## src/rtl/ntt_ctrl.sv

```systemverilog
// Sequencer/address generator for the 256-point forward NTT (8 Cooley-Tukey layers, q = 8380417).
// Latency: first read 1 cycle after start; write-back addresses trail reads by BF_LATENCY cycles.
// Backpressure: none; issues one butterfly per cycle and drains BF_LATENCY cycles between layers.
module ntt_ctrl #(
  parameter int BF_LATENCY = 4
) (
  input  logic       clk,
  input  logic       reset,
  input  logic       start,
  output logic       busy,
  output logic       done,
  output logic       rd_en,
  output logic [7:0] rd_addr0,
  output logic [7:0] rd_addr1,
  output logic [7:0] zeta_idx,
  output logic       wr_en,
  output logic [7:0] wr_addr0,
  output logic [7:0] wr_addr1,
  output logic [2:0] layer
);

  typedef enum logic [1:0] {IDLE, RUN, DRAIN, DONE} state_t;

  // One entry of the write-back delay line: issue strobe plus the two addresses.
  typedef struct packed {
    logic       vld;
    logic [7:0] addr0;
    logic [7:0] addr1;
  } wb_t;

  localparam logic [3:0] DRAIN_LAST = 4'(BF_LATENCY - 1);
  localparam int         DL_LAST    = BF_LATENCY - 1;

  state_t     state, state_n;
  logic [6:0] bcnt, bcnt_n;
  logic [2:0] lyr, lyr_n;
  logic [3:0] dcnt, dcnt_n;

  logic [7:0] b8, len, lo, hi, grp, base;
  wb_t [BF_LATENCY-1:0] dline;

  // State and counter registers.
  always_ff @(posedge clk) begin
    if (reset) begin
      state <= IDLE;
      bcnt  <= '0;
      lyr   <= '0;
      dcnt  <= '0;
    end else begin
      state <= state_n;
      bcnt  <= bcnt_n;
      lyr   <= lyr_n;
      dcnt  <= dcnt_n;
    end
  end

  // Next-state: walk 128 butterflies per layer, drain the pipeline, advance layer.
  always_comb begin
    state_n = state;
    bcnt_n  = bcnt;
    lyr_n   = lyr;
    dcnt_n  = dcnt;
    case (state)
      IDLE: begin
        if (start) begin
          state_n = RUN;
          lyr_n   = '0;
          bcnt_n  = '0;
        end
      end
      RUN: begin
        bcnt_n = bcnt + 7'd1;
        if (bcnt == 7'd127) begin
          state_n = DRAIN;
          dcnt_n  = '0;
        end
      end
      DRAIN: begin
        if (dcnt == DRAIN_LAST) begin
          if (lyr != 3'd7) begin
            lyr_n   = lyr + 3'd1;
            bcnt_n  = '0;
            state_n = RUN;
          end else begin
            state_n = DONE;
          end
        end else begin
          dcnt_n = dcnt + 4'd1;
        end
      end
      DONE: begin
        state_n = IDLE;
        lyr_n   = '0;
      end
      default: state_n = IDLE;
    endcase
  end

  assign rd_en = (state == RUN);
  assign busy  = (state == RUN) || (state == DRAIN);
  assign done  = (state == DONE);
  assign layer = lyr;

  // Butterfly addressing: the group index g sits above the low (7-L) bits of b,
  // so g*2*len is just those upper bits shifted left by one.
  always_comb begin
    b8       = {1'b0, bcnt};
    len      = 8'd128 >> lyr;
    lo       = b8 & (len - 8'd1);
    hi       = b8 & ~(len - 8'd1);
    grp      = b8 >> (3'd7 - lyr);
    base     = (hi << 1) | lo;
    rd_addr0 = '0;
    rd_addr1 = '0;
    zeta_idx = '0;
    if (rd_en) begin
      rd_addr0 = base;
      rd_addr1 = base + len;
      zeta_idx = (8'd1 << lyr) + grp;
    end
  end

  // Write-back delay line; cleared on reset so in-flight reads never write back.
  always_ff @(posedge clk) begin
    if (reset) begin
      dline <= '0;
    end else begin
      dline[0] <= {rd_en, rd_addr0, rd_addr1};
      for (int i = 1; i < BF_LATENCY; i++) begin
        dline[i] <= dline[i-1];
      end
    end
  end

  assign wr_en    = dline[DL_LAST].vld;
  assign wr_addr0 = dline[DL_LAST].addr0;
  assign wr_addr1 = dline[DL_LAST].addr1;

endmodule
```

## config.mk

```make
export PLATFORM = sky130hd
export DESIGN_NAME = ntt_ctrl
export DESIGN_NICKNAME = d
export VERILOG_FILES = /design/src/rtl/ntt_ctrl.sv
export SDC_FILE = /design/constraint.sdc
export NUM_CORES = 1
export LEC_CHECK = 0
export BUFFER_PORTS_ARGS = -buffer_cell sky130_fd_sc_hd__buf_2
export CAP_MARGIN = 20
export CORE_ASPECT_RATIO = 1.25
export CORE_MARGIN = 2
export CORE_UTILIZATION = 50
export DETAILED_ROUTE_END_ITERATION = 8
export PLACE_DENSITY_LB_ADDON = 0.3
export SLEW_MARGIN = 20
export SYNTH_ARGS = -nofsm -noshare
export SYNTH_HDL_FRONTEND = slang
export SYNTH_SLANG_ARGS = --single-unit
```

## constraint.sdc

```tcl
create_clock -name clk -period 7.5 [get_ports clk]
set_clock_uncertainty 0.05 [all_clocks]
set_input_delay 0.375 -clock clk [delete_from_list [all_inputs] [get_ports clk]]
set_output_delay 0.375 -clock clk [all_outputs]
set_load 0.01 [all_outputs]
```

==> reports/results.ini <==
[outcome]
status = finished, final reports clean

[global_route]
antenna_found_initial = 0
grt_max_degree = 71
overflow = 0
grt_use_total_pct = 18.11
first_global_vias = 2837
grt_pass1_wl_um = 12970

[sta]
min_period_ps = 4492
hold_viol = 0
holdWs_ps = 381.4
tns_ps = 0
worstMarginPinSlew_ps = 774.4
min_period_over_period_pct = 59.89
relSlewSlack_pct = 48.31
rsz0062_at_grt = no
finalSetupViolCount = 0
maxSlewViolCount = 0
clock.fmax_mhz = 222.6

[die]
fp.dieH_um = 104.9
die-area_mm2 = 0.008883
core_mm2 = 0.007838
initial_utilization_pct = 51.93
num_io_pins = 50
rows = 36
die_w_um = 84.70

[worst_setup_path]
critPathCapture = rd_addr1[6]
rr_startpoint = layer[2]
cpPeakStageDelay_ps = 580
reg2reg_depth = 13
cp.required_ps = 7070
r2r_slack_ps = 3850
cpMaxStageDelayCell = dfxtp_1
crit_fanout = 13
startpoint_type = register
worstSetupStartpoint = layer[0]
timing.rr.end = dline[7]
critPathCaptureType = output pin
crit_type = register to output pin
arrival_ps = 4070
crit_chain = inv_1 > ha_1 > o311ai_0 > o21ai_0 > a22oi_1 > inv_1 > ha_1 > o21ai_0 > a21boi_0 > nor2_1 > o311ai_0 > buf_2

[logic_synthesis]
synthSimpleGateAreaFrac_pct = 25.15
yosys_warnings = 0
syn_avg_cell_area_um2 = 8.810
synthXorXnorAreaFrac_pct = 2.367
yosys.area_share.adder_pct = 8.607
ys_seq_area_share_pct = 41.32
synth_compound_area_share_pct = 12.88
postSynthCellCount = 462
synth_area_mm2 = 0.004070
ys_seq_elements = 84
synth.mux.area_fraction_pct = 2.306
syn_nets = 491
synth_top_family_by_area = simple AND/OR/NAND/NOR gates
async_flop_share_pct = 0
ys.flop_type = dfxtp_1
synth_cell_type_count = 56
synth_edf_count = 0

[clocking]
clk_latency_ps = 350
cts_hold_buf = 0
cts_max_path_buffers = 2
cts_setup_buffers = 0
cts.sinks = 84
root_buffer = clkbuf_8
clk_pin_slew_worst_paths_ps = 90
cts_buffers = 9
htreeDepth = 3
postCtsResizedCells = 0
tritoncts = yes

[cells_and_area]
fill_cells = 736
syn2layout_area_growth_pct = 9.468
diodes = 0
drive_gt1_share_pct = 15.34
num-nets-final = 513

[route]
drc_errors = 0
first_pass_iters = 4
wl_met3_um = 434
drt_iter0_markers = 173
maxUsedRoutingLayer = met4
drt-met1-wl_um = 3405
num_vias = 3178
wl_met2_um = 4031
wl_per_cell_um = 13.88
drt_wl_total_um = 8108
vias_per_cell = 5.442
ant_nets = 0

[flow_run]
cap_viol_max_count = 0

[power]
p_seq_share_pct = 45.2
cellPowerDensity_mw_per_mm2 = 235.8
ir_drop_mv = 0.1720
share_comb_of_total_power_pct = 22.1
clkPwrFrac_pct = 32.7
p_int_w = 0.0007239
total_power_w = 0.001051
power_switching_w = 0.0003266
leakagePower_nw = 1.906
p_sw_share_pct = 31.09

[placement]
dpl.hpwl_um = 5808
gp_congestion = 0.9343
io_buffers = 49

[min_path]
hold_class = register to register

-- metrics by stage --
step	worst slack [ps]	area, um2	util [%]	cells
3_5_place_dp	3445	4239	54.09	568
6_report	3008	4456	56.85	584
3_3_place_gp	3556	4239	54.09	568
5_1_grt	2645	4456	56.85	584
2_1_floorplan	3696	4070	-	462
4_1_cts	2998	4456	56.85	584
-- cells in the final DEF, fill, tap and decap left out, drive strengths merged, types with 5 or more instances in the layout --
master	n
and2	16
mux2i	6
clkbuf	10
dfxtp	84
nor3	10
buf	51
a21oi	17
nor2b	61
o21ai	15
nor2	36
inv	23
nand3	10
xnor2	7
nand2	34
a31oi	5
ha	24
-- synthesized netlist by cell type, types with 4 or more instances --
| library cell | count | share of area (%) |
|---|---|---|
| or4_1 | 4 | 0.74 |
| o211ai_1 | 4 | 0.74 |
| dfxtp_1 | 84 | 41 |
| nor2b_1 | 61 | 9.4 |
| nand2_1 | 33 | 3.0 |
| buf_4 | 16 | 3.0 |
| mux2i_1 | 6 | 1.5 |
| o21ai_0 | 15 | 1.8 |
| and3_1 | 4 | 0.61 |
| nor3_1 | 10 | 1.2 |
| clkbuf_1 | 22 | 2.0 |
| xor2_1 | 4 | 0.86 |
| and2_1 | 16 | 2.5 |
| a211oi_1 | 4 | 0.74 |
| nand3_1 | 10 | 1.2 |
| a31oi_1 | 5 | 0.77 |
| a21oi_1 | 17 | 2.1 |
| ha_1 | 24 | 7.4 |
| inv_1 | 22 | 2.0 |
| nor2_1 | 36 | 3.3 |
| xnor2_1 | 7 | 1.5 |
-- power by group through the flow --
| stage | logic [W] | clock network, W | registers (W) |
|---|---|---|---|
| after detailed placement | 0.000231 | 0 | 0.000486 |
| after floorplan | 0.000172 | 0 | 0.000481 |
| after CTS | 0.000231 | 0.000352 | 0.000475 |
| after global placement | 0.000225 | 0 | 0.000485 |
| after global routing | 0.000258 | 0.000369 | 0.000478 |
| final | 0.000232 | 0.000343 | 0.000475 |
-- layer usage --
metal / vias to the layer above / track usage, %
met5: - / 0
met4: 0 / 8.844
met3: 21 / 3.555
met2: 105 / 31.05
met1: 1465 / 21.37
li1: 1587 / -
-- worst min path at each step --
stage               startpoint         to  slack [ps]  cells past startpoint
global placement     dline[17]  dline[34]         370                      1
finish               dline[33]  dline[50]         380                      1
CTS                  dline[33]  dline[50]         390                      1
global route         dline[19]  dline[36]         400                      1
detailed placement   dline[33]  dline[50]         370                      1
floorplan             dline[0]  dline[17]         360                      1
-- critical path, delay by kind of cell (launching register included) --
kind                     cells  cell delay, ps
adder cells (fa/ha/maj)      2             720
buffers and inverters        3             480
AND/OR/NAND/NOR              1              80
flip-flops                   1             580
AO/OA/AOI/OAI                6            1850
-- registers in the layout, summed over array words and instances, names as in the netlist --
signal and cells:
bcnt 7, dcnt 4, dline 51, layer 3, state 2, wr_addr0 8
wr_addr1 8, wr_en 1
-- cell type report --
| cell class | instances | area [um2] | area share, % |
|---|---|---|---|
| clock buffers | 10 | 127.6 | 2.864 |
| inverters | 23 | 86.33 | 1.938 |
| multi-input cells | 315 | 2092 | 46.95 |
| repair buffers | 51 | 260.3 | 5.841 |
| flip-flops and latches | 84 | 1682 | 37.74 |
| clock inverters | 6 | 88.84 | 1.994 |
| well taps | 95 | 118.9 | 2.668 |
-- kinds of logic after synthesis --
logic type	count (synthesis)
fa+ha+maj	27
other cells	1
buf+inv	63
xor+xnor	11
flops	84
compound gates	75
mux	9
simple gates	192
Power figures use the tool's default switching activity.
